File: config.mk
export PLATFORM = sky130hd
export DESIGN_NAME = chk_exp_fifo
export DESIGN_NICKNAME = d
export VERILOG_FILES = /design/src/rtl/ddr2_read_checker_pkg.sv /design/src/rtl/chk_exp_fifo.sv
export SDC_FILE = /design/constraint.sdc
export NUM_CORES = 1
export LEC_CHECK = 0
export BUFFER_PORTS_ARGS = -buffer_cell sky130_fd_sc_hd__buf_2
export CORE_ASPECT_RATIO = 0.9
export CORE_MARGIN = 2
export CORE_UTILIZATION = 50
export CTS_BUF_LIST = sky130_fd_sc_hd__clkbuf_16
export DETAILED_ROUTE_END_ITERATION = 10
export MAX_ROUTING_LAYER = met4
export PLACE_DENSITY = 0.78
export REMOVE_ABC_BUFFERS = 1
export SLEW_MARGIN = 10
export SYNTH_ARGS = -nofsm -noshare
export SYNTH_HDL_FRONTEND = slang
export SYNTH_SLANG_ARGS = --single-unit
File: constraint.sdc
create_clock -name clk -period 8.37 [get_ports clk]
set_clock_uncertainty 0.2 [all_clocks]
set_input_delay 0.837 -clock clk [delete_from_list [all_inputs] [get_ports clk]]
set_output_delay 0.837 -clock clk [all_outputs]
set_load 0.01 [all_outputs]
File: src/rtl/ddr2_read_checker_pkg.sv
// Shared types for the DDR2 read-return checker: error codes, expectation entry, burst length.
// No logic; combinational helper only.
package ddr2_read_checker_pkg;

    typedef enum logic [2:0] {
        ERR_NONE     = 3'd0,
        ERR_DATA     = 3'd1,
        ERR_ADDR     = 3'd2,
        ERR_UNEXP    = 3'd3,
        ERR_TIMEOUT  = 3'd4,
        ERR_OVERFLOW = 3'd5
    } chk_err_e;

    typedef struct packed {
        logic        block;
        logic [1:0]  sz;
        logic [24:0] addr;
    } chk_exp_t;

    // Scalar reads return one word; block reads return 8/16/24/32 words.
    function automatic logic [5:0] chk_len(input logic block, input logic [1:0] sz);
        return block ? ({1'b0, sz, 3'b000} + 6'd8) : 6'd1;
    endfunction

endpackage

File: src/rtl/chk_exp_fifo.sv
// Show-ahead expectation FIFO; exposes the head and the entry behind it for same-edge reload.
// Write visible one cycle after push; caller must not push when full unless popping the same cycle.
module chk_exp_fifo
    import ddr2_read_checker_pkg::*;
#(
    parameter int DEPTH = 16
) (
    input  logic     clk,
    input  logic     reset_n,
    input  logic     push,
    input  logic     pop,
    input  chk_exp_t din,
    output chk_exp_t head,
    output chk_exp_t second,
    output logic     empty,
    output logic     full,
    output logic     two
);

    localparam int AW = $clog2(DEPTH);

    chk_exp_t         mem [DEPTH];
    logic [AW-1:0]    wr_ptr;
    logic [AW-1:0]    rd_ptr;
    logic [AW:0]      cnt;

    always_ff @(posedge clk) begin
        if (push) begin
            mem[wr_ptr] <= din;
        end
    end

    always_ff @(posedge clk or negedge reset_n) begin
        if (!reset_n) begin
            wr_ptr <= '0;
            rd_ptr <= '0;
            cnt    <= '0;
        end else begin
            if (push) wr_ptr <= wr_ptr + AW'(1);
            if (pop)  rd_ptr <= rd_ptr + AW'(1);
            case ({push, pop})
                2'b10:   cnt <= cnt + (AW+1)'(1);
                2'b01:   cnt <= cnt - (AW+1)'(1);
                default: cnt <= cnt;
            endcase
        end
    end

    assign head   = mem[rd_ptr];
    assign second = mem[rd_ptr + AW'(1)];
    assign empty  = (cnt == '0);
    assign full   = (cnt == (AW+1)'(DEPTH));
    assign two    = (cnt >= (AW+1)'(2));

endmodule

; Yosys cells after proc, flatten, opt, wreduce, memory -nomap -nowiden
; Memories as Yosys holds them, arrays and structs flattened.
; Cells that the tools add are included.
[word_totals]
reg_bits = 13
wordCells = 17
out_inout_bits = 59
n_memories = 1
mem_bits_rw = 448
inputBits = 32
[memory_table]
columns = memory, words, word_bits, read_ports, rd_ports_with_merged_regs, wr, line
row1 = mem, 16, 28, 2, 0, 1, chk_exp_fifo.sv:22  ; chk_exp_t mem [DEPTH];
[classes]
mux = 3
order_cmp = 1
n_reduce_logical = 2
eq_ne = 3
addsub = 4
[op_table]
columns = operator, count
row1 = $pmux 5 s2, 1
row2 = $add 4x1->4 const B, 2
row3 = $add 5x1->5 const B, 1
row4 = $eq 5x5->1 const B, 1
row5 = $ge 5x2->1 const B, 1
row6 = $logic_not 5->1, 1
row7 = $sub 5x1->5 const B, 1
row8 = $eq 2x1->1 const B, 1
row9 = $eq 2x2->1 const B, 1
row10 = $mux 1, 2
row11 = $reduce_bool 2->1, 1

; Longest topological paths before layout
; Gate-level depths: netlist of the first run.
[logic_depth]
word_depth = 2
mapped_depth = 10
depth_no_buf = 8

; Worst setup path after synthesis of the first run
; No wires, ideal clock.
[synth_path]
kind = input-to-reg
startpoint = in push
endpoint = mem mem[3][0] (netlist bit), enable pin
required_time_ps = 7722
path_slack_ps = 4506
stages = 3
t_arrival_ps = 3216
path_buffers = 1
path_cell_list = clkbuf_1 nand2_1 nor3_1
[synth_between]
elab_chain_len = 2
[synth_lines]
columns = element, line
row1 = "start, declared", chk_exp_fifo.sv:10  ; input logic push,
row2 = $mux 1, chk_exp_fifo.sv:28  ; if (push) begin
row3 = $mux 1 (not written as such), chk_exp_fifo.sv:29  ; mem[wr_ptr] <= din;
row4 = "end, declared", chk_exp_fifo.sv:22
; No other way between the ends.

==> impl_metrics.tcl, run 1 <==
set metrics [dict create \
    postCtsSetupRepairBufs 0 \
    timing.slew.headroom_pct 17.7 \
    cts_tree "done" \
    clock_sinks 461 \
    dieArea_um2 43800 \
    crit_family "buffers and inverters" \
    numPortBuffers 90 \
    rsz0062_at_grt "false" \
    cp.buffers_inverters 2 \
    core_area_um2 41700 \
    drt_pass1_iterations 7 \
    grt_usage_pct 24.7 \
    synth_area_leader_cell "edfxtp_1" \
    cp_slowest_cell "dfrtp_4" \
    max_freq_mhz 186 \
    ios 91 \
    rows 71 \
    ant_nets 0 \
    r2r_cells 2 \
    finalNetCount 1179 \
    syn_avg_cell_area_um2 19.9 \
    cts_buffers 47 \
    fin_crit_ps 5360 \
    required_ps 7330 \
    hold_path_class "reg -> reg" \
    yosys-top-cells-area "edfxtp_1 64%, mux4_2 24%, a22oi_1 3.0%, dfrtp_1 1.5%, o21ai_0 1.4%" \
    start_util_pct 50.6 \
    viasPerCell 6.76 \
    drt_iter0_markers 1693 \
    tightest_slew_ps 1230 \
    yosysSeqAreaShare_pct 65.4 \
    wl_per_cell_um 29.8 \
    vdd_drop_max_mv 0.328 \
    die_y_um 199 \
    grt_max_degree 70 \
    vias 11668 \
    setup.worst_path.end_class "output port" \
    hold_slack_ps 285 \
    grt_overflow_total 0 \
    critPathKind "reg -> out" \
    clock_latency_ps 560 \
    p_clk_share_pct 21.4 \
    slowest_delay_ps 1010 \
    cts_buffer_depth 3 \
    hold_depth 1 \
    h-tree-depth 2 \
    hold_end "cnt[4]" \
    worstPathMaxFanout 57 \
    cp-start-kind "register" \
    utilization_pct 56.5 \
    syn_inst 1058 \
    power_density_nw_per_um2 386 \
    setup_viol 0 \
    regToRegSetupSlack_ps 5830 \
    critPathArrivalTime_ps 4330 \
    routabilityCongestion 0.738 \
    synth.distinct_cells 39 \
    hold_violations 0 \
    power_frac_seq_pct 33.4 \
    power.internal_mw 5.74 \
    dp_hpwl_mm 28.0 \
    drc 0 \
    yosys_warnings 0 \
    grt_pass1_vias 12124 \
    rr_startpoint "rd_ptr[0]" \
    leakage_nw 7.57 \
    path_depth 6 \
    path_clk_slew_ps 60 \
    drive_above_1_share_pct 36.9 \
    crit_chain "ha_4 > buf_4 > mux4_2 > a22oi_1 > nand3_1 > buf_2" \
    root_buffer "clkbuf_16" \
    final.setup.tns_ps 0 \
    pwr-share-comb_pct 45.3 \
    drv_cap 0 \
    netlist.area_leader.share_pct 63.8 \
    switching_share_pct 36.7 \
    synth_seq_cells 461 \
    wl_mm 51.3 \
    syn_area_um2 21100 \
    outcome "completed" \
    syn_to_final_growth_pct 11.6 \
    regToRegEndpoint "rd_ptr[0]" \
    slew_viol_final 0 \
    antenna_found_initial 3 \
    grt_first_pass_wirelength_mm 75.8 \
    power.switching_mw 3.33 \
    post-route-period-util_pct 64.1 \
    die_x_um 220 \
    hold_start "cnt[4]" \
]
-- worst reg2reg max path: cells and delay by family, from the launching register on --
family,cells,cell delay [ps]
flops,1,1010
buf+inv,1,980
xor+xnor,1,200
-- per-layer routing --
layer | share of wire, % | global-route usage (%) | up-vias
li1 | - | - | 4741
met1 | 38 | 33.2 | 6118
met2 | 49 | 38.5 | 692
met3 | 11 | 5.46 | 117
met4 | 2.7 | 7.11 | 0
met5 | 0 | - | -
-- cell usage after synthesis --
cell type	number
xnor2_1	6
nor3b_2	1
edfxtp_1	448
mux2_2	2
a211o_1	1
dfrtp_1	13
nand2_1	41
or3b_2	1
a31oi_1	1
o21ai_0	57
o2111ai_1	1
o21ai_1	1
nand3_1	29
nor3_1	5
nor2b_1	2
ha_1	8
a41o_1	2
buf_1	4
and3b_1	1
nor2_1	18
a21bo_2	1
mux4_2	224
inv_1	5
nor4bb_1	1
xor2_1	6
and2_1	1
nand3b_4	1
nor4b_1	1
a21oi_1	5
a22oi_1	83
clkbuf_2	3
nor3b_1	1
nand4_1	3
buf_4	20
clkbuf_1	23
buf_6	7
a21o_1	1
buf_2	27
nand2b_1	3
-- state kept, by name (all words and copies together), names as in the netlist --
register / cells
cnt: 5
mem: 448
rd_ptr: 4
wr_ptr: 4
-- power by group through the flow --
stage          sequential [mW]  combinational (mW)  clock [mW]
2_1_floorplan             3.25                3.06           0
3_3_place_gp              3.05                4.07           0
3_5_place_dp              3.07                4.11           0
4_1_cts                   3.03                4.14        1.95
5_1_grt                   3.06                4.38        2.04
6_report                  3.03                4.11        1.94
-- what timing repair did --
action / in CTS / in global routing
resized for setup: 0 / 0
hold buffers: 1 / 0
endpoints found under the hold margin: 6 / 0
setup endpoints to repair: 0 / 0
-- cell usage in the layout (no fill, tap or decap), types with 7 or more instances in the layout --
cell type / netlist / layout
nand2_1: 41 / 41
clkbuf_16: 0 / 49
buf_2: 27 / 90
clkinv_1: 0 / 14
ha_1: 8 / 7
inv_1: 5 / 13
clkinv_2: 0 / 11
dfrtp_1: 13 / 11
nand3_1: 29 / 29
a22oi_1: 83 / 83
buf_4: 20 / 25
o21ai_0: 57 / 57
mux4_2: 224 / 224
nor2_4: 0 / 13
edfxtp_1: 448 / 448
-- area by class of cell --
class                   count  area (um2)
fillers                  3030       18100
clock buffers              49        1230
inverters                   5        18.8
flip-flops and latches    461       13800
diodes                      3        7.51
repair buffers            116         648
multi-input cells         508        6970
well taps                 547         684
clock inverters            36         184
-- how the worst max path moves through the flow --
stage | from | end | slack [ps]
after floorplan | rd_ptr[0] | second[26] | -2920
after global placement | rd_ptr[0] | second[16] | 3630
after detailed placement | rd_ptr[0] | second[16] | 3620
after CTS | rd_ptr[0] | second[16] | 3010
after global routing | rd_ptr[0] | second[16] | 2820
final | rd_ptr[0] | second[16] | 3010
-- cell families after synthesis --
family                   after synthesis  synth area share, %
flip-flops                           461                 65.4
multiplexers                         226                 24.0
AO/OA/AOI/OAI                        153                 4.74
AND/OR/NAND/NOR                      109                 2.49
buffers and inverters                 89                 2.37
XOR/XNOR                              12                0.499
adder cells (fa/ha/maj)                8                0.475
-- per-stage QoR --
step / instances / instance area (um2) / total power [mW] / worst slack (ps)
floorplan: 974 / 20600 / 6.31 / -2920
global placement: 1636 / 22100 / 7.12 / 3630
detailed placement: 1636 / 22100 / 7.19 / 3620
CTS: 1722 / 23500 / 9.12 / 3010
global route: 1725 / 23500 / 9.49 / 2820
finish: 1725 / 23500 / 9.08 / 3010
Note: power is estimated with default switching activity, not from simulation.
==> run 2: changes to the inputs <==
--- a/config.mk
+++ b/config.mk
@@ -12,7 +12,7 @@
 export CTS_BUF_LIST = sky130_fd_sc_hd__clkbuf_16
 export DETAILED_ROUTE_END_ITERATION = 10
 export MAX_ROUTING_LAYER = met4
-export PLACE_DENSITY = 0.78
+export PLACE_DENSITY = 0.8
 export REMOVE_ABC_BUFFERS = 1
 export SLEW_MARGIN = 10
 export SYNTH_ARGS = -nofsm -noshare
==> constraint.sdc (replaced) <==
create_clock -name clk -period 4.7 [get_ports clk]
set_clock_uncertainty 0.2 [all_clocks]
set_input_delay 0.47 -clock clk [delete_from_list [all_inputs] [get_ports clk]]
set_output_delay 0.47 -clock clk [all_outputs]
set_load 0.01 [all_outputs]
==> run 2 against run 1 <==
  * Sequential share of layout area fell by 0.28 points
  * Core utilization rose by 0.27 points
  * Setup slack got worse by 2500 ps
  * Final cell count rose by 0.64%
  * Global-route usage rose by 0.32 points
  * Clock power rose by 77%
  * Wire length rose by 1.1%
  * Cell area rose by 0.48%
  * Critical endpoint is now second[24]
  * Highest routed layer unchanged
==> impl_metrics.tcl, run 2 (synthesis gave the netlist of run 1 again) <==
set metrics [dict create \
    clock_sinks 461 \
    wl_mm 51.9 \
    mostFrequentLayoutCells "448 x edfxtp_1, 224 x mux4_2, 90 x buf_2" \
    cts_buffer_depth 3 \
    regToRegEndpoint "mem[3][10]" \
    hold_slack_ps 83.2 \
    numPortBuffers 90 \
    outcome "completed" \
    leakage_nw 7.64 \
    cts_tree "done" \
    drive_above_1_share_pct 36.9 \
    root_buffer "clkbuf_16" \
    cp-start-kind "register" \
    setup.worst_path.end_class "output port" \
    finalNetCount 1190 \
    postCtsSetupRepairBufs 0 \
    regToRegSetupSlack_ps 2040 \
    cp_slowest_cell "a41o_1" \
    rsz0062_at_grt "false" \
    fin_crit_ps 4220 \
    r2r_cells 4 \
    nFillCells 2986 \
    vias 11840 \
    grt_pass1_vias 12164 \
    final_common_cell "edfxtp_1" \
    slew_viol_final 0 \
    tightest_slew_ps 1320 \
    wl_per_cell_um 29.9 \
    cts_buffers 47 \
    vdd_drop_max_mv 0.723 \
    cp-startpoint "rd_ptr[0]" \
    drt_pass1_iterations 5 \
    ant_nets 0 \
    routabilityCongestion 0.772 \
    hold_path_class "in -> reg" \
    clock_latency_ps 540 \
    fin_area_um2 23600 \
    utilization_pct 56.7 \
    grt_usage_pct 25.1 \
    ctsResizeCount 0 \
    post-route-period-util_pct 89.8 \
    drv_cap 0 \
    viasPerCell 6.82 \
    setup_viol 0 \
    regMostFlops "mem" \
    largest_register_ffs 448 \
    dpl_worst_slack_ps 1120 \
    slowest_delay_ps 960 \
    crit_chain "ha_4 > nor3_1 > a41o_1 > buf_4 > a22oi_1 > nand3_1 > buf_2" \
    syn_to_final_growth_pct 12.2 \
    worstPathMaxFanout 37 \
    required_ps 4030 \
    rows 71 \
    grt_max_degree 129 \
    drc 0 \
    grt_first_pass_wirelength_mm 77.0 \
    antenna_found_initial 5 \
    h-tree-depth 2 \
    grt_overflow_total 0 \
    power_density_nw_per_um2 689 \
    path_clk_slew_ps 60 \
    dp_hpwl_mm 30.0 \
    dieArea_um2 43800 \
    reg_top3 "mem x448, cnt x5" \
    core_area_um2 41700 \
    layout_setup_ws_ps 481 \
    final.setup.tns_ps 0 \
    endpoint "second[24]" \
    rr_startpoint "wr_ptr[0]" \
    die_y_um 199 \
    dpl_cell_area_um2 22200 \
    critPathKind "reg -> out" \
    max_freq_mhz 237 \
    critPathArrivalTime_ps 3550 \
    start_util_pct 50.6 \
    hold_violations 0 \
    ios 91 \
    drt_iter0_markers 1574 \
    die_x_um 220 \
    timing.slew.headroom_pct 11.5 \
    postCtsHoldBufs 1 \
]
==> run 2: per-stage QoR <==
stage	instances	total power [mW]
floorplan	974	10.4
global placement	1647	12.8
detailed placement	1647	12.9
CTS	1731	16.4
global route	1736	17.1
finish	1736	16.3
==> run 2: cell type report <==
class / instances / area, um2 / area share (%)
sequential: 461 / 13800 / 58.3
multi-input combinational: 508 / 6970 / 29.5
antenna: 5 / 12.5 / 0.0529
tap: 547 / 684 / 2.90
clock inverter: 35 / 209 / 0.884
clock buffer: 48 / 1200 / 5.08
timing repair buffer: 127 / 756 / 3.20
inverter: 5 / 18.8 / 0.0794
==> run 2: how the worst min path moves through the flow <==
stage / start / endpoint / slack, ps / cells past startpoint
6_report: pop / rd_ptr[0] / 80 / 2
5_1_grt: din[27] / mem[13][27] / 80 / 1
3_5_place_dp: reset_n / cnt[0] / 210 / 1
2_1_floorplan: reset_n / cnt[0] / -30 / 0
4_1_cts: din[27] / mem[3][27] / 70 / 1
3_3_place_gp: reset_n / cnt[1] / 210 / 1
==> run 2: power breakdown <==
part	total (mW)	internal (mW)	switching, mW	leakage (nW)
Sequential	5.37	4.98	0.392	4.20
Combinational	7.49	3.38	4.10	2.71
Clock	3.44	1.95	1.49	0.731
Total	16.3	10.3	5.98	7.64
==> run 2: critical path: cells and delay by family, from the launching register on <==
| kind | cells | cell delay [ps] |
|---|---|---|
| AO/OA/AOI/OAI | 2 | 1080 |
| adder cells (fa/ha/maj) | 1 | 310 |
| flip-flops | 1 | 720 |
| AND/OR/NAND/NOR | 2 | 370 |
| buffers and inverters | 2 | 500 |
==> run 2: per-layer routing <==
metal / share of wire, % / vias up / track usage, %
li1: - / 4767 / -
met1: 37 / 6240 / 32.6
met2: 50 / 706 / 39.7
met3: 9.7 / 127 / 5.05
met4: 3.6 / 0 / 8.77
met5: 0 / - / -
